**src/rtl/seg7_pkg.sv**
```systemverilog
// Shared 7-segment definitions: active-low segment patterns (bit6..0 = g..a) and the
// scan-decoder FSM encoding. Used by both the display encoder and the scan decoder.
package seg7_pkg;

  localparam logic [6:0] SEG_0 = 7'b1000000;
  localparam logic [6:0] SEG_1 = 7'b1111001;
  localparam logic [6:0] SEG_2 = 7'b0100100;
  localparam logic [6:0] SEG_3 = 7'b0110000;
  localparam logic [6:0] SEG_4 = 7'b0011001;
  localparam logic [6:0] SEG_5 = 7'b0010010;
  localparam logic [6:0] SEG_6 = 7'b0000010;
  localparam logic [6:0] SEG_7 = 7'b1111000;
  localparam logic [6:0] SEG_8 = 7'b0000000;
  localparam logic [6:0] SEG_9 = 7'b0011000;
  localparam logic [6:0] SEG_A = 7'b0001000;
  localparam logic [6:0] SEG_B = 7'b0000011;
  localparam logic [6:0] SEG_C = 7'b1000110;
  localparam logic [6:0] SEG_D = 7'b0100001;
  localparam logic [6:0] SEG_E = 7'b0000110;
  localparam logic [6:0] SEG_F = 7'b0001110;
  localparam logic [6:0] SEG_BLANK = 7'h7F;

  typedef enum logic [1:0] {
    ST_IDLE  = 2'd0,
    ST_TRACK = 2'd1,
    ST_DONE  = 2'd2
  } scan_state_t;

endpackage

```
**src/rtl/seg7_decode.sv**
```systemverilog
// Combinational decode of one active-low segment pattern into a hex nibble.
// Exact matches only; the all-dark pattern is reported separately as blank.
module seg7_decode
  import seg7_pkg::*;
(
  input  logic [6:0] seg,
  output logic       legal,
  output logic       blank,
  output logic [3:0] nibble
);

  always_comb begin
    // NOTE: every output gets a default first, so no path through the case infers a latch.
    legal  = 1'b1;
    nibble = 4'h0;
    blank  = (seg == SEG_BLANK);
    case (seg)
      SEG_0:   nibble = 4'h0;
      SEG_1:   nibble = 4'h1;
      SEG_2:   nibble = 4'h2;
      SEG_3:   nibble = 4'h3;
      SEG_4:   nibble = 4'h4;
      SEG_5:   nibble = 4'h5;
      SEG_6:   nibble = 4'h6;
      SEG_7:   nibble = 4'h7;
      SEG_8:   nibble = 4'h8;
      SEG_9:   nibble = 4'h9;
      SEG_A:   nibble = 4'hA;
      SEG_B:   nibble = 4'hB;
      SEG_C:   nibble = 4'hC;
      SEG_D:   nibble = 4'hD;
      SEG_E:   nibble = 4'hE;
      SEG_F:   nibble = 4'hF;
      default: legal  = 1'b0;
    endcase
  end

endmodule

```
**src/rtl/seg7_scan_decoder.sv**
```systemverilog
// Watches a multiplexed active-low 7-segment bus and recovers the nibble shown on each
// digit once the synchronised {anodes,segments} word has been stable for a full window.
module seg7_scan_decoder
  import seg7_pkg::*;
#(
  parameter int NUM_DIGITS    = 4,
  parameter int STABLE_CYCLES = 4,
  parameter int CNT_W         = 8
) (
  input  logic                    clk_i,
  input  logic                    rst_i,
  input  logic [6:0]              seg_i,
  input  logic [NUM_DIGITS-1:0]   an_i,
  output logic [4*NUM_DIGITS-1:0] digits_o,
  output logic [NUM_DIGITS-1:0]   valid_o,
  output logic                    upd_o,
  output logic [2:0]              upd_idx_o,
  output logic                    err_o
);

  localparam int PW = NUM_DIGITS + 7;
  localparam logic [CNT_W-1:0] CNT_LAST = CNT_W'(STABLE_CYCLES - 1);
  localparam logic [CNT_W-1:0] CNT_MAX  = CNT_W'(STABLE_CYCLES);

  logic [PW-1:0] sync1, sync2, prev;
  logic          changed;
  logic [NUM_DIGITS-1:0] an_low;
  logic          one_low;
  logic [2:0]    sel;
  logic [CNT_W-1:0] cnt;
  scan_state_t   state_q, state_d;
  logic          commit;
  logic          legal, blank;
  logic [3:0]    nibble;
  logic [NUM_DIGITS-1:0][3:0] digits_q;

  // Reset to all-ones: the synchroniser starts out seeing a dark display.
  always_ff @(posedge clk_i) begin
    if (rst_i) begin
      sync1 <= '1;
      sync2 <= '1;
      prev  <= '1;
    end else begin
      // NOTE: non-blocking, so each stage takes the previous stage's value from before the edge.
      sync1 <= {an_i, seg_i};
      sync2 <= sync1;
      prev  <= sync2;
    end
  end

  assign changed = (sync2 != prev);
  assign an_low  = ~sync2[PW-1:7];
  assign one_low = (an_low != '0) && ((an_low & (an_low - NUM_DIGITS'(1))) == '0);

  always_comb begin
    sel = 3'd0;
    for (int k = 0; k < NUM_DIGITS; k++) begin
      if (an_low[k]) sel = 3'(k);
    end
  end

  seg7_decode u_decode (
    .seg    (sync2[6:0]),
    .legal  (legal),
    .blank  (blank),
    .nibble (nibble)
  );

  // Stability counter; held at zero in IDLE so a fresh window always starts from 0.
  always_ff @(posedge clk_i) begin
    if (rst_i) begin
      cnt <= '0;
    end else if (changed || state_q == ST_IDLE) begin
      cnt <= '0;
    end else if (cnt != CNT_MAX) begin
      cnt <= cnt + CNT_W'(1);
    end
  end

  always_ff @(posedge clk_i) begin
    if (rst_i) state_q <= ST_IDLE;
    else       state_q <= state_d;
  end

  // Any change re-evaluates the anodes immediately, keeping commit latency independent of state.
  always_comb begin
    state_d = state_q;
    commit  = 1'b0;
    case (state_q)
      ST_IDLE: begin
        if (one_low) state_d = ST_TRACK;
      end
      ST_TRACK: begin
        if (changed) begin
          state_d = one_low ? ST_TRACK : ST_IDLE;
        end else if (cnt == CNT_LAST) begin
          commit  = 1'b1;
          state_d = ST_DONE;
        end
      end
      ST_DONE: begin
        if (changed) state_d = one_low ? ST_TRACK : ST_IDLE;
      end
      default: state_d = ST_IDLE;
    endcase
  end

  // NOTE: the digit register file is reset because its reset value is visible on digits_o.
  always_ff @(posedge clk_i) begin
    if (rst_i) begin
      digits_q  <= '0;
      valid_o   <= '0;
      upd_o     <= 1'b0;
      err_o     <= 1'b0;
      upd_idx_o <= 3'd0;
    end else begin
      upd_o <= commit;
      err_o <= commit && !legal && !blank;
      if (commit) upd_idx_o <= sel;
      for (int k = 0; k < NUM_DIGITS; k++) begin
        if (commit && sel == 3'(k)) begin
          valid_o[k] <= legal;
          if (legal) digits_q[k] <= nibble;
        end
      end
    end
  end

  assign digits_o = digits_q;

endmodule

```
**config.mk**
```make
export PLATFORM = sky130hd
export DESIGN_NAME = seg7_scan_decoder
export DESIGN_NICKNAME = d
export VERILOG_FILES = /design/src/rtl/seg7_pkg.sv /design/src/rtl/seg7_decode.sv /design/src/rtl/seg7_scan_decoder.sv
export SDC_FILE = /design/constraint.sdc
export NUM_CORES = 1
export LEC_CHECK = 0
export ABC_AREA = 0
export BUFFER_PORTS_ARGS = -buffer_cell sky130_fd_sc_hd__buf_2
export CAP_MARGIN = 20
export CORE_UTILIZATION = 45
export CTS_CLUSTER_DIAMETER = 120
export DETAILED_ROUTE_END_ITERATION = 10
export MAX_ROUTING_LAYER = met4
export SYNTH_ARGS = -nofsm -noshare
export SYNTH_HDL_FRONTEND = slang
export SYNTH_HIERARCHICAL = 1
export SYNTH_SLANG_ARGS = --single-unit
```
**constraint.sdc**
```tcl
create_clock -name clk_i -period 2.4 [get_ports clk_i]
set_input_delay 0.12 -clock clk_i [delete_from_list [all_inputs] [get_ports clk_i]]
set_output_delay 0.12 -clock clk_i [all_outputs]
set_load 0.05 [all_outputs]
```
# --- Word level (Yosys, flattened, before mapping) ---
# Cells that the tools add are included.
op_classes:
  n_reduce_logical: 22
  mux: 14
  eq_ne: 27
  add_sub_neg: 2
  bitwise: 2
op_table:
  columns: ["operator", "count"]
  rows:
  - ["4-bit one-hot mux with 15 select lines", 1]
  - ["7-bit equality test (second input constant)", 5]
  - ["7-bit by 5-bit equality test with 1-bit output (second input constant)", 3]
  - ["7-bit by 6-bit equality test with 1-bit output (second input constant)", 3]
  - ["16-bit OR reduction", 1]
  - ["7-bit by 2-bit equality test with 1-bit output (second input constant)", 2]
  - ["7-bit by 4-bit equality test with 1-bit output (second input constant)", 2]
  - ["11-bit != test", 1]
  - ["8-bit by 1-bit adder with 8-bit output (second input constant)", 1]
  - ["8-bit by 2-bit equality test with 1-bit output (second input constant)", 1]
  - ["2-bit 2-to-1 mux", 4]
  - ["8-bit by 3-bit != test with 1-bit output (second input constant)", 1]
  - ["2-bit AND reduction", 4]
  - ["7-bit by 3-bit equality test with 1-bit output (second input constant)", 1]
  - ["1-bit logical AND", 7]
  - ["7-bit logical NOT", 1]
  - ["3-bit by 2-bit equality test with 1-bit output (second input constant)", 2]
  - ["1-bit 2-to-1 mux", 6]
  - ["3-bit 2-to-1 mux", 2]
  - ["2-bit one-hot mux with 3 select lines", 1]
  - ["4-bit AND", 1]
  - ["4-bit logical NOT", 1]
  - ["2-bit != test (second input constant)", 2]
  - ["4-bit inverter", 1]
  - ["12 further kinds", 13]
word_totals:
  input_bits: 13
  wordCells: 83
  ff_bits: 68
  output_inout_bits: 25

# --- Depth between registers and ports, before layout ---
depth:
  word_depth: 8
  ltp_mapped: 8
  ltp_nobuf: 7

# --- Hierarchy ---
# Netlist, hierarchy kept.
modules_own_cells:
  columns: ["module", "n_inst", "area_each_um2", "cells_each", "seq_area_each_um2"]
  rows:
  - ["seg7_scan_decoder", 1, 2597.5, 244, 1341.3]
  - ["seg7_decode", 1, 409.1, 61, 0.0]

# --- Worst setup path before layout ---
# No wires, ideal clock.
synth_path:
  kind: "register to register"
  from: "register sync2[0]"
  to: "register digits_q, in the netlist digits_o[4]"
  synth_period_minus_slack_ns: 2.024
  setup_time_ns: 0.072
  path_slack_ns: 0.376
  stages_incl_launch_ff: 9
  n_path_buf: 1
  required_time_ns: 2.328
  arrival_time_ns: 1.952
  path_cell_list: "dfxtp_1 -> buf_6 -> and3b_1 -> a31oi_1 -> o311a_1 -> a21oi_2 -> nand4b_1 -> nand4b_4 -> mux2i_1"
synth_rtl:
  columns: ["item", "line_no", "text"]
  rows:
  - ["start: declaration", "seg7_scan_decoder.sv:25", "logic [PW-1:0] sync1, sync2, prev;"]
  - ["start signal: assignment", "seg7_scan_decoder.sv:46", "sync2 <= sync1;"]
  - ["7-bit equality test, or another cell as far along", "seg7_decode.sv:17", "case (seg)"]
  - ["16-bit OR reduction (no line) (*)", null, null]
  - ["1-bit 2-to-1 mux (*)", "seg7_decode.sv:17", null]
  - ["named net legal", "seg7_scan_decoder.sv:33", "logic legal, blank;"]
  - ["2-bit AND reduction (no line) (*)", null, null]
  - ["end signal: indexed assignment", "seg7_scan_decoder.sv:123", "if (legal) digits_q[k] <= nibble;"]
  - ["end: declaration", "seg7_scan_decoder.sv:35", "logic [NUM_DIGITS-1:0][3:0] digits_q;"]
# The timed path passes the listed nets; every way through them passes the cells marked *.
# A chain may end at the register's enable or synchronous reset.

# --- Final worst setup path ---
layout_path:
  from: "register cnt[0]"
  to: "register valid_o[1]"
layout_via:
  elab_chain_cells: 5
layout_rtl:
  columns: ["item", "line_no", "text"]
  rows:
  - ["start: declaration", "seg7_scan_decoder.sv:30", "logic [CNT_W-1:0] cnt;"]
  - ["start signal: assignment", "seg7_scan_decoder.sv:76", "cnt <= cnt + CNT_W'(1);"]
  - ["8-bit by 2-bit equality test with 1-bit output", "seg7_scan_decoder.sv:96", "end else if (cnt == CNT_LAST) begin"]
  - ["1-bit 2-to-1 mux", "seg7_scan_decoder.sv:96", null]
  - ["1-bit 2-to-1 mux", "seg7_scan_decoder.sv:94", "if (changed) begin"]
  - ["1-bit 2-to-1 mux", "seg7_scan_decoder.sv:89", "case (state_q)"]
  - ["1-bit logical AND", "seg7_scan_decoder.sv:121", "if (commit && sel == 3'(k)) begin"]
  - ["end signal: indexed assignment", "seg7_scan_decoder.sv:122", "valid_o[k] <= legal;"]
  - ["end: declaration", "seg7_scan_decoder.sv:15", "output logic [NUM_DIGITS-1:0] valid_o,"]
# No other way between the ends.

==> results.yml <==
logic_synthesis:
  synth_ff_type: "dfxtp_1"
  syn_area_per_cell_sq_um: 9.86
  synth_top_area_frac: 0.446
  synth-async-reset-ratio: 0
  yosys_warnings: 6
  syn_area_sq_um: 3010
  yosys.area.top_type: "dfxtp_1"
  synth-edff-count: 0
  syn-num-nets: 320
  yosysUniqueCellTypes: 53
  syn_inst: 305
  synth_area_leaders: "dfxtp_1 45%, mux2i_1 7.3%, or2_2 6.9%"
  synth_seq_cells: 67
  synth_seq_area_share: 0.446
timing:
  whs_ns: 0.314
  slew_headroom: 0.565
  tns_ns: 0
  timing.fmax_ghz: 0.463
  setup-violations-final: 0
  rsz0062_at_grt: "no"
  finalCritPeriodShare: 0.899
  fin_crit_ns: 2.16
  drv_slew: 0
  hold_violations: 0
  worst_pin_slew_ns: 0.652
  skew_ns: 0.00458
global_route:
  grt_max_degree: 48
  grt_first_pass_wirelength_mm: 9.01
  antenna_found_initial: 0
  grt-ovfl-total: 0
  grt_util_all_layers: 0.165
  grt_pass1_vias: 2008
worst_setup_path:
  endpoint_kind: "flop"
  worstReg2RegStart: "cnt[0]$_SDFFE_PP0P_"
  worstReg2RegEnd: "valid_o[1]$_SDFFE_PP0P_"
  crit_path_max_fanout: 6
  rrSetupSlack_ns: 0.24
  slowest_stage: "or4b_4"
  cpPeakStageDelay_ns: 0.50
  critPathKind: "flop to flop"
  path_cells: "ha_1 -> or4b_4 -> nor3_4 -> nand4_1 -> nor3_1 -> mux2i_1"
  worstRegToRegCells: 6
  critPathLaunchType: "flop"
  worst_ep_arrival_time_ns: 2.42
  critPathRequiredTime_ns: 2.66
  critPathLaunch: "cnt[0]$_SDFFE_PP0P_"
outcome:
  status: "complete, no violations"
placed_design:
  port_buffers: 36
  hpwlAfterDp_mm: 3.60
  place_congestion: 0.845
clock_network:
  postCtsResizedCells: 0
  ctsHoldBuffers: 11
  insertion_delay_ns: 0.33
  cts.clk_slew.worst_paths_ns: 0.07
  post_cts.repair.setup_buffers: 0
  cts_tree: "built"
  cts_root_buffer: "clkbuf_8"
  cts_inserted_buffers: 9
  clk_path_buf_depth: 2
  clock_sinks: 67
  cts_max_level: 3
routing:
  viasPerCell: 4.93
  drtAntennaViolNets: 0
  dr.pass1.iters: 4
  avgRoutedWirePerCell_microns: 12.0
  drtIter0Drc: 68
  wl_mm: 5.24
  drc: 0
  num_vias: 2156
layout:
  fillers: 592
  regArea_sq_um: 1340
  area.growth.synth_to_final_pct: 17.1
  final_nets: 370
  antenna_cells: 0
  post_route_cells_drive_above_1_share: 0.306
  fin_util: 0.551
  multiInputGateArea_sq_um: 1520
pwr:
  power.density_nw_per_um2: 607
  peakVddDrop_mv: 0.465
  leakage_nw: 1.53
flow_run:
  maxCapViolCount: 0
min_path:
  hold_class: "primary input to flop"
  min_to: "upd_idx_o[1]$_SDFFE_PP0P_"
  hold-path-cell-count: 2
  hp-start: "rst_i"
floorplan:
  die_w_microns: 83.7
  dieArea_sq_um: 7010
  initial_core_util: 0.471
  die_y_microns: 83.7
  row_count: 29
  pin_count: 38
  core_area_sq_um: 6390
how the worst max path moves through the flow:
stage / to / slack (ns) / depth (start not counted)
6_report: valid_o[1]$_SDFFE_PP0P_ / 0.24 / 6
3_3_place_gp: valid_o[1]$_SDFFE_PP0P_ / 0.25 / 6
3_5_place_dp: valid_o[1]$_SDFFE_PP0P_ / 0.23 / 6
4_1_cts: valid_o[1]$_SDFFE_PP0P_ / 0.23 / 6
5_1_grt: valid_o[1]$_SDFFE_PP0P_ / 0.06 / 6
2_1_floorplan: digits_o[4]$_SDFFE_PP0P_ / 0.38 / 8
critical path: cells and delay by family (launching register included):
| family | cells | cell delay (ns) |
|---|---|---|
| AND/OR/NAND/NOR | 4 | 1.23 |
| multiplexers | 1 | 0.20 |
| flip-flops | 1 | 0.41 |
| adder cells (fa/ha/maj) | 1 | 0.25 |
routing by layer:
metal	track usage	vias to the layer above	part of all wire
li1	-	1130	-
met1	0.207	971	0.49
met2	0.254	51	0.46
met3	0.0435	4	0.037
met4	0.0693	0	0.0088
met5	-	-	0
registers in the layout (all words and copies together), names as in the netlist:
signal	flops
cnt	8
sync1	11
digits_o	16
state_q	2
err_o	1
sync2	11
prev	11
upd_o	1
upd_idx_o	2
valid_o	4
report_power, final:
part / switching (W) / total, W / leakage (nW) / internal, W
Clock: 0.000406 / 0.000834 / 0.0884 / 0.000428
Sequential: 0.0000225 / 0.00116 / 0.547 / 0.00114
Combinational: 0.0000682 / 0.000144 / 0.894 / 0.0000759
layout by cell type (no fill, tap or decap), types with 4 or more instances in the layout:
cell / instances
buf_4: 11
a21oi_1: 6
clkbuf_8: 11
o21ai_0: 7
buf_2: 36
nor2_1: 20
xor2_1: 17
and3_1: 5
nand2_1: 11
inv_1: 4
dlygate4sd3_1: 11
dfxtp_1: 67
nand3_1: 10
nor3_1: 4
nand2b_1: 27
nor4_1: 4
or2_2: 33
mux2i_1: 22
stage by stage:
| step | power (W) | instance area [sq um] | std cells | setup WS (ns) |
|---|---|---|---|---|
| CTS | 0.00217 | 3520 | 437 | 0.230 |
| finish | 0.00214 | 3520 | 437 | 0.242 |
| global placement | 0.00132 | 3230 | 410 | 0.255 |
| detailed placement | 0.00132 | 3230 | 410 | 0.233 |
| floorplan | 0.00128 | 3010 | 305 | 0.376 |
| global route | 0.00224 | 3520 | 437 | 0.0604 |
cell type report:
| class | count | share of cell area |
|---|---|---|
| clock inverter | 4 | 0.00711 |
| sequential | 67 | 0.381 |
| timing repair buffer | 58 | 0.106 |
| tap | 77 | 0.0274 |
| multi-input combinational | 215 | 0.430 |
| clock buffer | 12 | 0.0441 |
| inverter | 4 | 0.00426 |
logic make-up (layout without fill, tap and decap cells):
group,Yosys count,count (layout),share of synthesized area
flops,67,67,0.446
fa+ha+maj,2,2,0.00832
buf+inv,23,78,0.0499
mux,22,22,0.0732
other cells,1,1,0.00125
xor+xnor,19,19,0.0553
compound gates,26,26,0.0566
simple gates,145,145,0.309
synthesized netlist by cell type (all sizes together) (2+ instances only):
master  count
nand3b      2
and3        6
or2        33
o21ai       8
buf        11
nand2b     27
nand4b      4
nor4        4
nand3      10
dfxtp      67
nor2       21
clkbuf      8
ha          2
xor2       17
inv         4
a31oi       3
mux2i      22
nor3b       2
nand4       5
nand2      11
nor3        6
xnor2       2
nor4b       2
or3         3
nor2b       3
a21oi       7
Note: power is estimated with default switching activity, not from simulation.
